`config.mk`:
```
export PLATFORM = sky130hd
export DESIGN_NAME = lut_wvf_loader
export DESIGN_NICKNAME = d
export VERILOG_FILES = /design/src/rtl/lut_wvf_pkg.sv /design/src/rtl/lut_wvf_bank.sv /design/src/rtl/lut_wvf_loader.sv
export SDC_FILE = /design/constraint.sdc
export NUM_CORES = 1
export LEC_CHECK = 0
export BUFFER_PORTS_ARGS = -buffer_cell sky130_fd_sc_hd__clkbuf_2
export CORE_ASPECT_RATIO = 0.8
export CORE_MARGIN = 1
export CORE_UTILIZATION = 50
export CTS_BUF_LIST = sky130_fd_sc_hd__clkbuf_16
export DETAILED_ROUTE_END_ITERATION = 8
export GPL_TIMING_DRIVEN = 0
export PLACE_DENSITY = 0.71
export REMOVE_ABC_BUFFERS = 1
export SYNTH_ARGS = -nofsm -noshare
export SYNTH_HDL_FRONTEND = slang
export SYNTH_SLANG_ARGS = --single-unit
```
`constraint.sdc`:
```
create_clock -name CLK_SYS -period 4.3 [get_ports CLK_SYS]
set_clock_uncertainty 0.15 [all_clocks]
set_input_delay 0.86 -clock CLK_SYS [delete_from_list [all_inputs] [get_ports CLK_SYS]]
set_output_delay 0.86 -clock CLK_SYS [all_outputs]
set_load 0.02 [all_outputs]
```
`src/rtl/lut_wvf_pkg.sv`:
```
// ----------------------------------------------------------------------------
// lut_wvf_pkg
// Shared definitions for the quarter-wave LUT waveform generator and its
// double-buffered table loader.
//   - state encoding of the loader FSM
//   - entry_width(): stored entry width, one bit narrower than the generator
//     output because only the quarter-wave magnitude is kept
// No ports (package).
// ----------------------------------------------------------------------------
package lut_wvf_pkg;

    localparam logic [1:0] ST_IDLE    = 2'd0;
    localparam logic [1:0] ST_LOAD    = 2'd1;
    localparam logic [1:0] ST_PENDING = 2'd2;

    typedef enum logic [1:0] {
        IDLE    = ST_IDLE,
        LOAD    = ST_LOAD,
        PENDING = ST_PENDING
    } loader_state_t;

    function automatic int entry_width(input int bit_width);
        return bit_width - 1;
    endfunction

endpackage

```
`src/rtl/lut_wvf_bank.sv`:
```
// ----------------------------------------------------------------------------
// lut_wvf_bank
// Register array of DEPTH entries, WIDTH bits each, exposed as one flat bus.
// Ports:
//   clk, rst_n          clock, asynchronous active-low reset (clears all)
//   wr_en/wr_addr/wr_data  single-entry write port
//   copy_en/copy_data   whole-bank load in a single edge (wins over wr_en)
//   flat                entry i at [i*WIDTH +: WIDTH]
// ----------------------------------------------------------------------------
module lut_wvf_bank #(
    parameter  int DEPTH  = 32,
    parameter  int WIDTH  = 15,
    localparam int ADDR_W = (DEPTH > 1) ? $clog2(DEPTH) : 1
) (
    input  logic                   clk,
    input  logic                   rst_n,
    input  logic                   wr_en,
    input  logic [ADDR_W-1:0]      wr_addr,
    input  logic [WIDTH-1:0]       wr_data,
    input  logic                   copy_en,
    input  logic [DEPTH*WIDTH-1:0] copy_data,
    output logic [DEPTH*WIDTH-1:0] flat
);

    logic [DEPTH*WIDTH-1:0] bank_q;

    // Storage. A whole-bank copy replaces every entry at once, so a reader of
    // the flat bus never sees a half-updated table.
    always_ff @(posedge clk or negedge rst_n) begin
        if (!rst_n) begin
            bank_q <= '0;
        end else if (copy_en) begin
            bank_q <= copy_data;
        end else if (wr_en) begin
            bank_q[wr_addr*WIDTH +: WIDTH] <= wr_data;
        end
    end

    assign flat = bank_q;

endmodule

```
`src/rtl/lut_wvf_loader.sv`:
```
// ----------------------------------------------------------------------------
// lut_wvf_loader
// Double-buffered write-side loader for the quarter-wave LUT generator.
// Entries stream into a shadow bank; the shadow is copied into the active
// bank (driven on LUT_ROM) only at a waveform period boundary, or at once
// when the generator is disabled.
// Ports:
//   CLK_SYS, nRST        clock, asynchronous active-low reset
//   START                begin a new load (restarts an unfinished one)
//   DATA_IN/VALID/READY  entry stream, one entry per cycle
//   GEN_EN, GEN_LUT_END  generator enable and end-of-period strobe
//   LUT_ROM              active bank, flat
//   WR_PTR               next entry index to be written
//   BUSY                 loading or waiting for the swap
//   LOAD_DONE            one-cycle pulse, active bank updated
//   ERR_ABORT            one-cycle pulse, load restarted before completion
// ----------------------------------------------------------------------------
module lut_wvf_loader
    import lut_wvf_pkg::*;
#(
    parameter  int LUT_WIDTH = 32,
    parameter  int BIT_WIDTH = 16,
    localparam int ENTRY_W   = entry_width(BIT_WIDTH),
    localparam int PTR_W     = (LUT_WIDTH > 1) ? $clog2(LUT_WIDTH) : 1
) (
    input  logic                         CLK_SYS,
    input  logic                         nRST,
    input  logic                         START,
    input  logic [ENTRY_W-1:0]           DATA_IN,
    input  logic                         DATA_VALID,
    output logic                         DATA_READY,
    input  logic                         GEN_EN,
    input  logic                         GEN_LUT_END,
    output logic [ENTRY_W*LUT_WIDTH-1:0] LUT_ROM,
    output logic [PTR_W-1:0]             WR_PTR,
    output logic                         BUSY,
    output logic                         LOAD_DONE,
    output logic                         ERR_ABORT
);

    loader_state_t              state_q;
    loader_state_t              state_d;
    logic [PTR_W-1:0]           wr_ptr_q;
    logic [PTR_W-1:0]           wr_ptr_d;
    logic                       load_done_q;
    logic                       err_abort_q;
    logic                       data_ready;
    logic                       transfer;
    logic                       swap;
    logic                       abort;
    logic                       last_entry;
    logic [ENTRY_W*LUT_WIDTH-1:0] shadow_flat;

    assign last_entry = (wr_ptr_q == PTR_W'(LUT_WIDTH - 1));

    // Only a START that interrupts a load in flight counts as an abort.
    assign abort = START && (state_q != IDLE);

    // Next-state and handshake decode. START outranks everything: it drops
    // READY (so no entry is taken) and blocks a same-cycle swap. The swap is
    // only evaluated while PENDING, so a period end coinciding with the last
    // transfer is deliberately missed.
    always_comb begin
        state_d    = state_q;
        wr_ptr_d   = wr_ptr_q;
        data_ready = 1'b0;
        transfer   = 1'b0;
        swap       = 1'b0;
        case (state_q)
            IDLE: begin
                if (START) begin
                    state_d  = LOAD;
                    wr_ptr_d = '0;
                end
            end
            LOAD: begin
                if (START) begin
                    wr_ptr_d = '0;
                end else begin
                    data_ready = 1'b1;
                    if (DATA_VALID) begin
                        transfer = 1'b1;
                        if (last_entry) begin
                            wr_ptr_d = '0;
                            state_d  = PENDING;
                        end else begin
                            wr_ptr_d = wr_ptr_q + PTR_W'(1);
                        end
                    end
                end
            end
            PENDING: begin
                if (START) begin
                    state_d  = LOAD;
                    wr_ptr_d = '0;
                end else if (GEN_LUT_END || !GEN_EN) begin
                    swap    = 1'b1;
                    state_d = IDLE;
                end
            end
            default: begin
                state_d  = IDLE;
                wr_ptr_d = '0;
            end
        endcase
    end

    // State, write pointer and the registered status pulses. LOAD_DONE rises
    // on the same edge that copies the shadow into the active bank.
    always_ff @(posedge CLK_SYS or negedge nRST) begin
        if (!nRST) begin
            state_q     <= IDLE;
            wr_ptr_q    <= '0;
            load_done_q <= 1'b0;
            err_abort_q <= 1'b0;
        end else begin
            state_q     <= state_d;
            wr_ptr_q    <= wr_ptr_d;
            load_done_q <= swap;
            err_abort_q <= abort;
        end
    end

    lut_wvf_bank #(
        .DEPTH (LUT_WIDTH),
        .WIDTH (ENTRY_W)
    ) u_shadow (
        .clk       (CLK_SYS),
        .rst_n     (nRST),
        .wr_en     (transfer),
        .wr_addr   (wr_ptr_q),
        .wr_data   (DATA_IN),
        .copy_en   (1'b0),
        .copy_data ('0),
        .flat      (shadow_flat)
    );

    lut_wvf_bank #(
        .DEPTH (LUT_WIDTH),
        .WIDTH (ENTRY_W)
    ) u_active (
        .clk       (CLK_SYS),
        .rst_n     (nRST),
        .wr_en     (1'b0),
        .wr_addr   ('0),
        .wr_data   ('0),
        .copy_en   (swap),
        .copy_data (shadow_flat),
        .flat      (LUT_ROM)
    );

    assign DATA_READY = data_ready;
    assign WR_PTR     = wr_ptr_q;
    assign BUSY       = (state_q == LOAD) || (state_q == PENDING);
    assign LOAD_DONE  = load_done_q;
    assign ERR_ABORT  = err_abort_q;

endmodule
```
==> results of run 1 <==
==> worst max path at each step <==
stage | from | slack, ps | endpoint
2_1_floorplan | GEN_EN | -13600 | u_active.flat[0]
3_3_place_gp | GEN_EN | -36520 | u_active.flat[143]
3_5_place_dp | WR_PTR[0] | -260 | u_shadow.flat[20]
4_1_cts | WR_PTR[0] | 60 | u_shadow.flat[43]
5_1_grt | WR_PTR[0] | 40 | u_shadow.flat[74]
6_report | WR_PTR[0] | 320 | u_shadow.flat[271]
==> Yosys cell counts (3+ instances only) <==
master,number
nand2_1,1446
dfrtp_1,969
mux2_2,480
clkbuf_1,151
and2_1,61
buf_2,32
a211oi_2,10
ha_1,10
nand3_1,10
inv_1,9
nor2_1,8
a21oi_1,7
nor3_2,5
o21ai_0,4
a211o_1,3
and3_1,3
nand4_1,3
nor2b_1,3
nor3_1,3
nor3b_2,3
o211ai_1,3
==> routing by layer <==
metal / track usage [%] / wire, um
met5: 0 / 13
met4: 7.53 / 2560
met3: 7.08 / 7340
met2: 39.6 / 43700
met1: 35.7 / 41600
==> critical path: stages, from the launching register on <==
cell and delay [ps]:
dfrtp_1 570, inv_1 180, ha_1 470, nor3b_2 500
xor2_2 560, nand3_1 850, mux2_2 560
==> through the flow <==
step           cells  total power (W)  utilization, %  area (um^2)   TNS, ps
3_5_place_dp    4611           0.0114            56.6        41200     -6150
4_1_cts         4788           0.0199            61.0        44400         0
3_3_place_gp    4567           0.0112            55.1        40100         -
5_1_grt         4790           0.0204            61.0        44400         0
2_1_floorplan   3068           0.0104               -        36300  -6542080
6_report        4796           0.0197            61.0        44400         0
==> report_power, final <==
part	internal (W)	leakage [nW]	switching (W)
registers	0.00928	13.5	0.000102
clock network	0.00495	1.62	0.00357
logic	0.000427	9.93	0.00136
==> cell families (layout without fill, tap and decap cells) <==
| kind of cell | after synthesis | count (layout) | share of synthesized area (%) |
|---|---|---|---|
| compound gates | 33 | 33 | 0.780 |
| xor+xnor | 4 | 4 | 0.115 |
| fa+ha+maj | 10 | 10 | 0.337 |
| buf+inv | 194 | 741 | 2.09 |
| flops | 969 | 969 | 65.4 |
| mux | 482 | 482 | 14.6 |
| other cells | 0 | 6 | 0 |
| simple gates | 1561 | 1561 | 16.6 |
==> cell type report <==
cell class | instances | area share, %
clock buffer | 95 | 5.35
antenna | 6 | 0.0338
clock inverter | 80 | 1.85
inverter | 9 | 0.0929
timing repair buffer | 557 | 7.84
sequential | 969 | 54.6
multi-input combinational | 2090 | 27.5
tap | 990 | 2.79
==> state kept, by name, indices dropped and copies added (netlist names) <==
signal / count
WR_PTR: 5
ERR_ABORT: 1
u_shadow.flat: 480
u_active.flat: 480
LOAD_DONE: 1
state_q: 2
==> timing repair <==
| item | 4_1_cts | 5_1_grt |
|---|---|---|
| pin swaps | 2 | 0 |
| gates resized for setup | 0 | 1 |
| endpoints found under the setup margin | 30 | 15 |
| endpoints found under the hold margin | 0 | 0 |
| setup buffers | 2 | 0 |
==> summary.md, run 1 <==
| Metric | Value |
|---|---|
| First-pass GRT wire length | 148,000 um |
| Ports | between 500 and 600 |
| Cell count after synthesis | roughly 3,300 |
| Die Footprint | ~75,000 um^2 |
| Fin worst setup slack | between 300 and 400 ps |
| Synth warn | 0 |
| Initial antenna violation count | 7 |
| Async set-reset flop share out of synthesis | 100% |
| TritonRoute pass-1 iters | 5 |
| Period utilization | 92.5% |
| Via density | slightly above 5 |
| Register area | roughly 24,000 um^2 |
| CTS H-tree lvls | 3 |
| Most common library cell in the layout ignoring fill and taps | nand2_1 |
| Pwr/cell area | 443 nW/um^2 |
| Root Driver | clkbuf_16 |
| Post-synth EDFFs | 0 |
| Flops & latches, synth | between 900 and 1,000 |
| Fin nets | around 3,800 |
| Initial DRC count | approximately 2,200 |
| Area Overhead vs Synth | 19.8% |
| Top-area cell type share of the netlist area | roughly two thirds |
| Worst Path Required | 4670 ps |
| R2R cell count | 6 |
| Synth cell types | 41 |
| Chip Width | around 310 um |
| Detailed Place HPWL | 58,900 um |
| Buffers on Ports | 509 |
| Main synth FF type | dfrtp_1 |
| Avg WL per Cell | 19.8 um |
| Crit Reg-Reg Startpoint | WR_PTR[0] |
| CP endpoint kind | flop |
| Grt ovf | 0 |
| Layout cells sized above 1 | roughly a third |
| Multi-input logic area | 12,200 um^2 |
| Clk Latency, worst-skew pair | 650 ps |
| Filler cells | ~5,800 |
| Slew margin rel. | approximately a tenth |
| Pre-CTS WS | -265 ps |
| Global Route Usage Sum | 25.7% |
| Syn_area_per_cell | about 11 um^2 |
| Max Clock Freq | 251 MHz |
| Worst reg2reg path endpoint | u_shadow.flat[271] |
| Outcome | complete, no violations |
| Hold Path Class | in2async |
| Initial core utilization | roughly 51% |
| Setup crit start kind | flop |
| Vias in the first global route | 25,000 |
| TritonCTS clock tree | built |
| # DRC | 0 |
| Max IR drop VDD | 0.341 mV |
| Commonest non-fill, non-tap cells in the layout | nand2_1, dfrtp_1, clkbuf_2, mux2_2, clkbuf_16 |
| Tmin final | around 4000 ps |
| Largest net degree at the start of global routing | 150 |
| Cts-stage hold buffer count | 0 |
| Max cap viols | 0 |
| Vias | 24,800 |
| Final WL | between 90,000 and 100,000 um |
| Core area | slightly above 70,000 um^2 |
| Clock buffer count from CTS | 93 |
| Final Hold Vio Count | 0 |
| Num Clock Sinks | a little under 1,000 |
| Hold slack | roughly 34 ps |
| CP arrival | 4350 ps |
| Slew Viols, Final | 0 |
| Post-Syn Area | 37,100 um^2 |
| Leak Pwr | approximately 25 nW |
| Cell taking the most area after synthesis | dfrtp_1 |
| Seq/Total Area, Yosys | approximately 65% |
| Std-Cell Rows | between 80 and 90 |
| Worst-path fanout max | 16 |
| Post-DRT Antenna Nets | 0 |
| Clk slew on worst S/H paths | roughly 60 ps |
| FF-to-FF setup slack | ~320 ps |
| Setup violators final | 0 |
| Least-Margin Pin Slew | 1340 ps |
| Top post-synthesis cells by area | dfrtp_1, nand2_1, mux2_2 |
| Max Buffers Root-to-Sink | 3 |
| Gpl congestion | approximately 0.79 |
| RSZ-0062 raised after global routing | false |
| Die height | between 200 and 250 um |
| Kind of critical path | reg2reg |
No activity file was read; power rests on OpenSTA's default activity.
==> inputs of run 2 (changes only) <==
Settings changed: MAX_ROUTING_LAYER set to met4.
==> run 2 against run 1 <==
Effect of this change:
- die area did not move
- sequential power hardly changed
- critical path depth is the same
- maximum frequency increased by 0.14%
- clock power is essentially flat
- routed wire length is 0.19% lower
- largest power group unchanged
==> summary.md, run 2 (synthesized netlist as in run 1, its figures left out) <==
| Metric | Value |
|---|---|
| Buffers on Ports | just over 500 |
| Pwr/cell area | ~440 nW/um^2 |
| Vias | roughly 25,000 |
| Chip Width | 306 um |
| Final Hold Vio Count | 0 |
| CTS H-tree lvls | 3 |
| Max Clock Freq | 252 MHz |
| RSZ-0062 raised after global routing | false |
| Ports | 510 |
| Initial DRC count | 2,047 |
| Least-Margin Pin Slew | around 1300 ps |
| Slew Viols, Final | 0 |
| Max cap viols | 0 |
| Layout cells sized above 1 | 31.7% |
| Slowest stage delay, CP | 850 ps |
| Clock power frac | a little over two fifths |
| Combinational power share | a little under a tenth |
| Die height | roughly 250 um |
| Crit path cell chain | inv_1, ha_1, nor3b_2, xnor2_4, nand3_1, mux2_2 |
| Std-Cell Rows | ~90 |
| Via density | 5.16 |
| NetSw | 0.00504 W |
| Final WL | 95,000 um |
| Die Footprint | about 75,000 um^2 |
| Initial antenna violation count | 7 |
| Initial core utilization | between 50% and 60% |
| Grt ovf | 0 |
| CP arrival | approximately 4400 ps |
| Slew margin rel. | a little over a tenth |
| Pint | 0.0147 W |
| # DRC | 0 |
| Largest net degree at the start of global routing | 150 |
| Clock buffer count from CTS | 93 |
| Clk Latency, worst-skew pair | approximately 650 ps |
| Core area | roughly 73,000 um^2 |
| Kind of critical path | reg2reg |
| CP endpoint kind | flop |
| Pwr Total | slightly below 0.02 W |
| Avg WL per Cell | about 20 um |
| Worst Path Buf+Inv | 1 |
| Area Overhead vs Synth | 19.8% |
| Vias in the first global route | roughly 25,000 |
| Num Clock Sinks | a little under 1,000 |
| Worst Path Required | roughly 4700 ps |
| Hold Path Class | in2async |
| Most common library cell in the layout ignoring fill and taps | nand2_1 |
| Gpl congestion | about 0.80 |
| Setup crit start kind | flop |
| Flop pwr share | a little under half |
| Detailed Place HPWL | between 50,000 and 60,000 um |
| Commonest non-fill, non-tap cells in the layout | nand2_1, dfrtp_1, clkbuf_2, mux2_2, clkbuf_16 |
| Fin nets | between 3,000 and 4,000 |
| Post-DRT Antenna Nets | 0 |
| Final core occ | a little over 60% |
| Global Route Usage Sum | between 20% and 30% |
| TritonCTS clock tree | built |
| First-pass GRT wire length | between 100,000 and 150,000 um |
| Leak Pwr | about 25 nW |
| Post-Place Cells | 4,611 |
| Root Driver | clkbuf_16 |
| TritonRoute pass-1 iters | 5 |
| Non-Filler Instances | roughly 4,800 |
| Period utilization | 92.4% |
| Worst-path fanout max | 17 |
| Tmin final | 3970 ps |
| Crit path max-delay family | simple AND/OR/NAND/NOR gates |
| Setup violators final | 0 |
| Clk slew on worst S/H paths | around 60 ps |
| Outcome | complete, no violations |
| Cts-stage hold buffer count | 0 |
| Max IR drop VDD | ~0.34 mV |
| Max Buffers Root-to-Sink | 3 |
| Switching part of the total power | between 20% and 30% |
| Critical path's slowest cell | nand3_1 |
run 2: cell types whose count changed in the layout (fill, tap and decap cells not counted):
cell / change
diode_2: +1
run 2: worst register-to-register path, stage by stage, from the launching register on:
cell     delay [ps]
dfrtp_1         660
inv_1           140
ha_1            400
nor3b_2         280
xnor2_4         830
nand3_1         860
mux2_2          530
run 2: path summary, 6_finish.rpt:
| check | from | slack, ps | depth (start not counted) | endpoint |
|---|---|---|---|---|
| max | WR_PTR[0] | 330 | 6 | u_shadow.flat[70] |
| min reg2reg | u_shadow.flat[379] | 300 | 2 | u_active.flat[379] |
| min | nRST | 30 | 1 | u_active.flat[414] |
| min in group CLK_SYS | u_shadow.flat[379] | 300 | 2 | u_active.flat[379] |
| max in group asynchronous | nRST | 1550 | 5 | u_shadow.flat[89] |
| max reg2reg | WR_PTR[0] | 330 | 6 | u_shadow.flat[70] |
run 2: final cells by class:
cell class | instances | area (um^2)
fillers | 5814 | 28400
flip-flops and latches | 969 | 24200
multi-input cells | 2090 | 12200
repair buffers | 557 | 3480
clock buffers | 95 | 2380
well taps | 990 | 1240
clock inverters | 80 | 822
inverters | 9 | 41.3
diodes | 7 | 17.5
run 2: per-layer routing:
metal	routed length (um)	track usage [%]	part of all wire, %	up-vias
li1	-	-	-	11300
met1	41700	36.0	44	12500
met2	43800	39.5	46	686
met3	7050	6.91	7.4	159
met4	2420	7.53	2.6	0
met5	0	-	0	-
run 2: power by group through the flow:
stage | clock network, W | registers [W] | logic, W
2_1_floorplan | 0 | 0.00963 | 0.000749
3_3_place_gp | 0 | 0.00957 | 0.00158
3_5_place_dp | 0 | 0.00955 | 0.00181
4_1_cts | 0.00867 | 0.00938 | 0.00182
5_1_grt | 0.00906 | 0.00940 | 0.00196
6_report | 0.00852 | 0.00938 | 0.00179
run 2: repair_timing:
action / CTS / global route
setup endpoints to repair: 30 / 15
pin swaps: 2 / 0
buffers inserted: 2 / 0
resized for setup: 0 / 1
run 2: through the flow:
stage          instance area (um^2)  hold WS, ps   TNS, ps  setup WS, ps
2_1_floorplan                 36300          283  -6542080        -13600
3_3_place_gp                  40100          289         -        -36520
3_5_place_dp                  41200          296     -6150          -265
4_1_cts                       44400         4.56         0          57.4
5_1_grt                       44400         37.5         0          21.9
6_report                      44400         32.7         0           326
